### src/rtl/intersection_pkg.sv
// Shared constants for the intersection arbiter: state encoding, phase count,
// lamp masks, default timing and the round-robin grant helper.
package intersection_pkg;

    localparam int unsigned NUM_PHASES = 4;

    localparam int unsigned DEF_T_MIN = 10;
    localparam int unsigned DEF_T_MAX = 30;
    localparam int unsigned DEF_T_Y   = 3;
    localparam int unsigned DEF_T_AR  = 1;

    localparam logic [7:0] TIMER_SAT = 8'd99;

    localparam logic [1:0] ST_ALLRED = 2'd0;
    localparam logic [1:0] ST_GREEN  = 2'd1;
    localparam logic [1:0] ST_YELLOW = 2'd2;

    localparam logic [NUM_PHASES-1:0] LAMPS_ALL  = '1;
    localparam logic [NUM_PHASES-1:0] LAMPS_NONE = '0;

    // Returns {found, index} of the first requesting phase after cur, wrapping to cur last.
    function automatic logic [2:0] rr_pick(input logic [NUM_PHASES-1:0] req,
                                           input logic [1:0] cur);
        logic [2:0] pick;
        logic [1:0] idx;
        pick = '0;
        for (int unsigned i = 1; i <= NUM_PHASES; i++) begin
            idx = cur + 2'(i);
            if (req[idx] && !pick[2]) pick = {1'b1, idx};
        end
        return pick;
    endfunction

endpackage

### src/rtl/bin2bcd99.sv
// Converts a binary count in 0..99 into BCD tens and units digits.
module bin2bcd99 (
    input  logic [6:0] bin,
    output logic [3:0] tens,
    output logic [3:0] ones
);

    always_comb begin
        tens = 4'(bin / 7'd10);
        ones = 4'(bin - 7'(tens) * 7'd10);
    end

endmodule

### src/rtl/intersection_arbiter.sv
// Four-phase traffic-light arbiter with latched requests and round-robin grants.
// Optional emergency preemption is built when EMERGENCY_PREEMPT_EN is defined.
module intersection_arbiter
    import intersection_pkg::*;
#(
    parameter int unsigned T_MIN = DEF_T_MIN,
    parameter int unsigned T_MAX = DEF_T_MAX,
    parameter int unsigned T_Y   = DEF_T_Y,
    parameter int unsigned T_AR  = DEF_T_AR,
    parameter int unsigned HOME  = 0
) (
    input  logic                  CLK,
    input  logic                  RESET,
    input  logic                  TICK,
    input  logic [NUM_PHASES-1:0] REQ,
`ifdef EMERGENCY_PREEMPT_EN
    input  logic                  EMG_REQ,
    input  logic [1:0]            EMG_PHASE,
`endif
    output logic [NUM_PHASES-1:0] LAMP_G,
    output logic [NUM_PHASES-1:0] LAMP_Y,
    output logic [NUM_PHASES-1:0] LAMP_R,
    output logic [1:0]            PHASE,
    output logic [3:0]            CNT_H,
    output logic [3:0]            CNT_L
);

    logic [1:0]            state, state_n;
    logic [1:0]            phase_n;
    logic [7:0]            timer;
    logic [NUM_PHASES-1:0] pending, pending_n;
    logic [NUM_PHASES-1:0] cur_mask, req_all, other;
    logic [2:0]            pick;
    logic                  go;
    logic [7:0]            limit_m1;
    logic [6:0]            remaining;
`ifdef EMERGENCY_PREEMPT_EN
    logic                  emg_pend, emg_pend_n;
    logic [1:0]            emg_ph, emg_ph_n;
`endif

    always_comb begin
        cur_mask  = 4'b0001 << PHASE;
        req_all   = pending | REQ;
        other     = req_all & ~cur_mask;
        pick      = rr_pick(req_all, PHASE);
        state_n   = state;
        phase_n   = PHASE;
        go        = 1'b0;
        pending_n = req_all;
`ifdef EMERGENCY_PREEMPT_EN
        emg_pend_n = emg_pend;
        emg_ph_n   = emg_ph;
        if (EMG_REQ) begin
            emg_pend_n = 1'b1;
            emg_ph_n   = EMG_PHASE;
        end
`endif
        case (state)
            ST_ALLRED: begin
                if (TICK && timer == 8'(T_AR - 1)) begin
                    go      = 1'b1;
                    state_n = ST_GREEN;
                    phase_n = pick[2] ? pick[1:0] : 2'(HOME);
`ifdef EMERGENCY_PREEMPT_EN
                    if (emg_pend_n) begin
                        phase_n    = emg_ph_n;
                        emg_pend_n = 1'b0;
                    end
`endif
                    pending_n = req_all & ~(4'b0001 << phase_n);
                end
            end
            ST_GREEN: begin
                // Requests for the phase already in green are discarded.
                pending_n = other;
`ifdef EMERGENCY_PREEMPT_EN
                if (EMG_REQ) begin
                    if (PHASE == EMG_PHASE) begin
                        emg_pend_n = 1'b0;
                    end else begin
                        go      = 1'b1;
                        state_n = ST_YELLOW;
                    end
                end else
`endif
                // T_MAX >= T_MIN, so the max-green limit is implied by this test.
                if (TICK && |other && timer >= 8'(T_MIN - 1)) begin
                    go      = 1'b1;
                    state_n = ST_YELLOW;
                end
            end
            ST_YELLOW: begin
                if (TICK && timer == 8'(T_Y - 1)) begin
                    go      = 1'b1;
                    state_n = ST_ALLRED;
                end
            end
            default: begin
                go      = 1'b1;
                state_n = ST_ALLRED;
            end
        endcase
    end

    always_ff @(posedge CLK or negedge RESET) begin
        if (!RESET) begin
            state   <= ST_ALLRED;
            PHASE   <= 2'(HOME);
            timer   <= '0;
            pending <= '0;
        end else begin
            state   <= state_n;
            PHASE   <= phase_n;
            pending <= pending_n;
            if (go)
                timer <= '0;
            else if (TICK && timer != TIMER_SAT)
                timer <= timer + 8'd1;
        end
    end

`ifdef EMERGENCY_PREEMPT_EN
    always_ff @(posedge CLK or negedge RESET) begin
        if (!RESET) begin
            emg_pend <= 1'b0;
            emg_ph   <= '0;
        end else begin
            emg_pend <= emg_pend_n;
            emg_ph   <= emg_ph_n;
        end
    end
`endif

    always_comb begin
        LAMP_G = (state == ST_GREEN)  ? cur_mask : LAMPS_NONE;
        LAMP_Y = (state == ST_YELLOW) ? cur_mask : LAMPS_NONE;
        LAMP_R = LAMPS_ALL & ~(LAMP_G | LAMP_Y);
    end

    always_comb begin
        case (state)
            ST_GREEN:  limit_m1 = 8'(T_MAX - 1);
            ST_YELLOW: limit_m1 = 8'(T_Y - 1);
            default:   limit_m1 = 8'(T_AR - 1);
        endcase
        remaining = (timer >= limit_m1) ? '0 : 7'(limit_m1 - timer);
    end

    bin2bcd99 u_bcd (
        .bin  (remaining),
        .tens (CNT_H),
        .ones (CNT_L)
    );

endmodule

### config.mk
export PLATFORM = sky130hd
export DESIGN_NAME = intersection_arbiter
export DESIGN_NICKNAME = d
export VERILOG_FILES = /design/src/rtl/intersection_pkg.sv /design/src/rtl/bin2bcd99.sv /design/src/rtl/intersection_arbiter.sv
export SDC_FILE = /design/constraint.sdc
export NUM_CORES = 1
export LEC_CHECK = 0
export BUFFER_PORTS_ARGS = -buffer_cell sky130_fd_sc_hd__buf_2
export CELL_PAD_IN_SITES_DETAIL_PLACEMENT = 1
export CELL_PAD_IN_SITES_GLOBAL_PLACEMENT = 1
export CORE_MARGIN = 2
export CORE_UTILIZATION = 35
export CTS_CLUSTER_SIZE = 24
export DETAILED_ROUTE_END_ITERATION = 16
export HOLD_SLACK_MARGIN = 0.05
export PLACE_DENSITY_LB_ADDON = 0.1
export SYNTH_ARGS = -nofsm -noshare
export SYNTH_HDL_FRONTEND = slang
export SYNTH_SLANG_ARGS = --single-unit
### constraint.sdc
create_clock -name CLK -period 6.3 [get_ports CLK]
set_clock_uncertainty 0.15 [all_clocks]
set_input_delay 0.315 -clock CLK [delete_from_list [all_inputs] [get_ports CLK]]
set_output_delay 0.315 -clock CLK [all_outputs]
set_load 0.05 [all_outputs]
### Word-level counts from Yosys, hierarchy flattened

Index checks and enable logic that the tools add are counted.

| operators by class | value |
|---|---|
| mux-type cells | 29 |
| equality and inequality tests | 7 |
| $lt $le $gt $ge | 6 |
| shift-type cells | 2 |
| divide/modulo/power cells | 1 |
| multiply operators | 1 |
| reductions and logical operators | 17 |
| add/sub/neg operators | 6 |
| bitwise gates (word level) | 7 |

Operator list:

| cell | number |
|---|---|
| 8-bit 2-to-1 mux | 2 |
| 2-bit by 3-bit < comparator with 1-bit output (second input constant) | 4 |
| 3-bit 2-to-1 mux | 4 |
| 4-bit 2-to-1 mux | 3 |
| 4-bit inverter | 3 |
| 5-bit one-hot mux with 2 select lines | 1 |
| 8-bit by 1-bit adder with 8-bit output (second input constant) | 1 |
| 4-bit bitwise AND | 2 |
| 1-bit binary-select mux with 2-bit select | 4 |
| 8-bit by 2-bit equality test with 1-bit output (second input constant) | 1 |
| 8-bit by 4-bit >= comparator with 1-bit output (second input constant) | 1 |
| 8-bit by 5-bit >= comparator with 1-bit output | 1 |
| 1-bit logical AND | 8 |
| 8-bit logical NOT | 1 |
| 2-bit 2-to-1 mux | 4 |
| 8-bit by 7-bit != test with 1-bit output (second input constant) | 1 |
| 4-bit OR | 2 |
| 4-bit one-hot mux with 2 select lines | 1 |
| 1-bit by 2-bit << shifter with 4-bit output (first input constant) | 2 |
| 7-bit by 4-bit divider with 7-bit output (second input constant) | 1 |
| 1-bit 2-to-1 mux | 7 |
| 7-bit 2-to-1 mux | 1 |
| 7-bit subtractor | 1 |
| 2-bit != test (second input constant) | 3 |
| other kinds (14) | 17 |

| word-level totals | value |
|---|---|
| register bits | 16 |
| bits of input ports | 7 |
| output and inout bits | 22 |
| word-level logic and storage cells | 80 |

### Longest topological paths before layout

| logic depth | value |
|---|---|
| word-level depth | 19 |
| depth in mapped cells | 20 |
| mapped depth without buffers | 19 |

### By module

From an unflattened synthesis, not the netlist that was laid out.

| second synthesis, totals | value |
|---|---|
| cells, all modules | 245 |
| area, all modules | 1948.1 µm² |

Modules (own cells, without submodules):

| module | area an instance (µm²) | cells an instance | times used |
|---|---|---|---|
| intersection_arbiter | 1551.5 | 191 | 1 |
| bin2bcd99 | 396.6 | 54 | 1 |

### Least setup slack after synthesis

OpenSTA, ideal clock, no wires.

| timing | value |
|---|---|
| kind | register to output |
| start point | reg state[1] |
| end point | out CNT_L[3] |
| cell stages (with the launch flop) | 20 |
| data arrival time | 4.998 ns |
| setup slack | 0.837 ns |
| path buffers | 1 |
| cell sequence | dfrtp_1 -> nand2b_1 -> buf_6 -> ha_1 -> inv_1 -> fa_1 -> nand3_1 -> o211ai_1 -> or3_1 -> a211oi_2 -> o21bai_1 -> and2_1 -> ha_1 -> o21ai_0 -> nand2_1 -> nand2_1 -> a211o_1 -> ha_1 -> fa_1 -> xor2_1 |

| on the way | value |
|---|---|
| word-level cells in the longest chain between the ends | 7 |

RTL lines:

| item | line | source |
|---|---|---|
| start: declaration | intersection_arbiter.sv:28 | `logic [1:0] state, state_n;` |
| start signal: assignment | intersection_arbiter.sv:113 | `state <= state_n;` |
| 2-bit equality test / 2-bit by 1-bit equality test with 1-bit output (equally long branches) | intersection_arbiter.sv:142 | `case (state)` |
| 5-bit one-hot mux with 2 select lines (*) | intersection_arbiter.sv:142 |  |
| 7-bit subtractor / 8-bit by 5-bit >= comparator with 1-bit output (equally long branches) | intersection_arbiter.sv:147 | `remaining = (timer >= limit_m1) ? '0 : 7'(limit_m1 - timer);` |
| 7-bit 2-to-1 mux (*) | intersection_arbiter.sv:147 |  |
| 7-bit by 4-bit divider with 7-bit output (*) | bin2bcd99.sv:9 | `tens = 4'(bin / 7'd10);` |
| via CNT_H[0] | intersection_arbiter.sv:24 | `output logic [3:0] CNT_H,` |
| 4-bit by 3-bit multiplier with 3-bit output (*) | bin2bcd99.sv:10 | `ones = 4'(bin - 7'(tens) * 7'd10);` |
| 4-bit subtractor (*) | bin2bcd99.sv:10 |  |
| end: declaration | intersection_arbiter.sv:25 | `output logic [3:0] CNT_L` |

The timed path passes the listed nets; every way through them passes the cells marked *.

### Worst setup path after layout

| timing | value |
|---|---|
| start point | reg state[1] |
| end point | out CNT_L[3] |

| on the way | value |
|---|---|
| word-level cells in the longest chain between the ends | 7 |

RTL lines:

| item | line |
|---|---|
| 2-bit equality test / 2-bit by 1-bit equality test with 1-bit output (equally long branches) | intersection_arbiter.sv:142 |
| 5-bit one-hot mux with 2 select lines (*) | intersection_arbiter.sv:142 |
| 7-bit subtractor / 8-bit by 5-bit >= comparator with 1-bit output (equally long branches) | intersection_arbiter.sv:147 |
| 7-bit 2-to-1 mux (*) | intersection_arbiter.sv:147 |
| 7-bit by 4-bit divider with 7-bit output | bin2bcd99.sv:9 |
| 4-bit by 3-bit multiplier with 3-bit output | bin2bcd99.sv:10 |
| 4-bit subtractor (*) | bin2bcd99.sv:10 |

Every way passes the cells marked *; elsewhere a longest branch is shown, timed or not.

==> metrics.json <==
{
  "outcome": {
    "status": "finished clean"
  },
  "drt": {
    "drcViolationCount": 0,
    "vias": 1568,
    "drt_pre_antenna_iters": 4,
    "detail_route.wirelength_mm": 4.36,
    "detail_route.iter0.violations": 85,
    "antenna_left": 0,
    "post_drt_wl_per_cell_um": 15.1,
    "drt-vias-per-instance": 5.44
  },
  "grt": {
    "grt_pass1_wl_mm": 7.67,
    "use_met3_pct": 2.35,
    "via_count_of_the_first_global_routing_pass": 1504,
    "globalRouteMet2Util_pct": 30.3,
    "global_route.overflow_total": 0,
    "global_route.usage.total_pct": 18.4,
    "grt_antenna_before_repair": 0,
    "grt-busiest-layer": "met2",
    "maximum_number_of_pins_on_one_net_before_global_route_repair": 17,
    "groute.layer.met1.usage_pct": 25.6
  },
  "synth": {
    "avgSynthCellArea_um2": 8.09,
    "synth_enable_flop_cells": 0,
    "async_flop_share_pct": 100,
    "synth_sequential_area_ratio_pct": 24.1,
    "post_synth_inst_count": 205,
    "prevailing_post_synth_register_cell": "sky130_fd_sc_hd__dfrtp_1",
    "ys.warnings.count": 0,
    "ys_ff_latch": 16,
    "yosys.cell_types.count": 54,
    "mappedNetlistNets": 231,
    "synthesis.area_um2": 1660
  },
  "run": {
    "max-cap-violations": 0
  },
  "floorplanning": {
    "dieArea_um2": 5310,
    "die_y_um": 72.9,
    "boundaryPins": 29,
    "effective_utilization_at_floorplan_pct": 35.6,
    "placeableCoreArea_um2": 4660,
    "die_width_um": 72.9,
    "floorplan.rows": 25
  },
  "worst_setup_path": {
    "critical_path_class": "flop to output port",
    "start_kind": "flop",
    "regToRegEndpoint": "PHASE[0]",
    "critical_path_cell_count": 19,
    "cp-end-kind": "output port",
    "critPathArrivalTime_ns": 5.21,
    "cp_cell_sequence": "nand2b_1 -> ha_1 -> inv_1 -> fa_1 -> nand3_1 -> o211ai_1 -> or3_1 -> a211oi_2 -> o21bai_1 -> and2_1 -> ha_1 -> o21ai_0 -> nand2_1 -> nand2_1 -> a211o_1 -> ha_1 -> fa_1 -> xor2_1 -> buf_2",
    "critical-path-top-delay-family": "adder cells",
    "critical-path-slowest-cell": "sky130_fd_sc_hd__fa_1",
    "largest_stage_delay_on_the_critical_path_ns": 0.43,
    "r2r-start": "PHASE[0]",
    "worst_r2r_path_depth": 9,
    "path_max_fanout": 10,
    "worstPathRequired_ns": 5.83,
    "regToRegSetupSlack_ns": 3.14,
    "cp_common_cell": "sky130_fd_sc_hd__ha_1",
    "worst-path-buf-inv": 2
  },
  "timing": {
    "unrepaired_setup_endpoints_after_global_routing": "no",
    "fin_crit_sh_pct": 90.1,
    "max_freq_mhz": 176,
    "timing.final.crit_period_ns": 5.67,
    "slew-limit-headroom_pct": 29.0,
    "timing.final.setup_violations": 0,
    "max_slew.worst_pin.slew_ns": 1.04,
    "finalHoldViolCount": 0,
    "finalSetupTns_ns": 0,
    "final_max_slew_viol_count": 0
  },
  "clocking": {
    "max-clock-path-buffers": 2,
    "tritoncts": "done",
    "clock_insertion_delay_worst_skew_ns": 0.25,
    "path_clk_slew_ns": 0.07,
    "ctsResizeCount": 0,
    "ctsRootBufferMaster": "sky130_fd_sc_hd__clkbuf_8",
    "cts-buffers-inserted": 3,
    "ctsHtreeMaxLevel": 1,
    "cts_num_sinks": 16
  },
  "final_layout": {
    "antenna_diode_count": 0,
    "postLayoutCellArea_um2": 1910,
    "area_growth_syn_to_layout_pct": 15.0,
    "fillCellCount": 584,
    "fin_cells": 288,
    "mostFrequentLayoutCells": "sky130_fd_sc_hd__nor2_1 (30), sky130_fd_sc_hd__buf_2 (28), sky130_fd_sc_hd__nand2_1 (18)",
    "mostFrequentLayoutCell": "sky130_fd_sc_hd__nor2_1",
    "post_route_cells_drive_above_1_share_pct": 17.1,
    "design.final.nets": 261
  },
  "placement": {
    "gp_congestion": 0.765,
    "detailed_place_hpwl_mm": 3.44,
    "place_area_um2": 1840,
    "place.port_buffers": 28,
    "numPlacedInstances": 283
  },
  "min_path": {
    "timing.hold.worst_endpoint": "timer[4]",
    "hold_path.startpoint": "TICK",
    "min-delay-path-class": "input pin to flop",
    "worst_hold_path.num_cells": 4
  }
}
worst max-delay path by stage:
stage | slack [ns] | from | to
6_report | 0.63 | state[1] | CNT_L[3]
5_1_grt | 0.15 | state[1] | CNT_L[3]
4_1_cts | 0.60 | state[1] | CNT_L[3]
3_5_place_dp | 0.91 | state[1] | CNT_L[3]
3_3_place_gp | 1.08 | state[1] | CNT_L[3]
2_1_floorplan | 0.84 | state[1] | CNT_L[3]
worst min-delay path, cell delays in order:
cell and delay [ns]:
sky130_fd_sc_hd__buf_2 0.12, sky130_fd_sc_hd__nand4_1 0.10, sky130_fd_sc_hd__xnor2_1 0.07, sky130_fd_sc_hd__nor2_1 0.07
through the flow:
step	hold slack (ns)	worst slack, ns	util (%)
floorplan	-0.131	0.837	-
global placement	0.110	1.08	39.5
detailed placement	0.109	0.908	39.5
CTS	0.315	0.602	40.9
global route	0.333	0.147	40.9
finish	0.317	0.626	40.9
sequential cells by signal (all words and copies together) (netlist names):
name and flops:
pending 4, timer 8, state 2, PHASE 2
final cells by class:
| type | instances | area, um^2 | share of cell area [%] |
|---|---|---|---|
| clock buffer | 4 | 55.1 | 2.89 |
| inverter | 17 | 66.3 | 3.48 |
| sequential | 16 | 400 | 21.0 |
| tap | 54 | 67.6 | 3.54 |
| multi-input combinational | 168 | 1170 | 61.2 |
| timing repair buffer | 29 | 150 | 7.87 |
synth_stat cells (5+ instances only):
cell | number | share of area, %
sky130_fd_sc_hd__a211oi_1 | 5 | 2.3
sky130_fd_sc_hd__a21oi_1 | 6 | 1.8
sky130_fd_sc_hd__and2_1 | 9 | 3.4
sky130_fd_sc_hd__dfrtp_1 | 16 | 24
sky130_fd_sc_hd__ha_1 | 17 | 13
sky130_fd_sc_hd__inv_1 | 15 | 3.4
sky130_fd_sc_hd__nand2_1 | 18 | 4.1
sky130_fd_sc_hd__nor2_1 | 30 | 6.8
sky130_fd_sc_hd__nor3_1 | 5 | 1.5
sky130_fd_sc_hd__o21ai_0 | 8 | 2.4
sky130_fd_sc_hd__xor2_1 | 6 | 3.2
repair_timing:
item / in CTS / in global routing
hold buffers: 1 / 0
buffers inserted: 0 / 0
hold endpoints to repair: 16 / 0
routing by layer:
metal / share of wire [%] / vias to the layer above
met5: 0 / -
met4: 1.0 / 0
met3: 1.9 / 7
met2: 49 / 17
met1: 48 / 749
li1: - / 795
logic make-up after synthesis:
family | Yosys count | synth area share [%]
compound gates | 49 | 22.6
simple gates | 90 | 27.3
fa+ha+maj | 19 | 15.2
flops | 16 | 24.1
xor+xnor | 10 | 5.28
buf+inv | 21 | 5.43
Power is not shown: default switching activity piles up to over one toggle a cycle in this logic, so the estimate is an artifact.
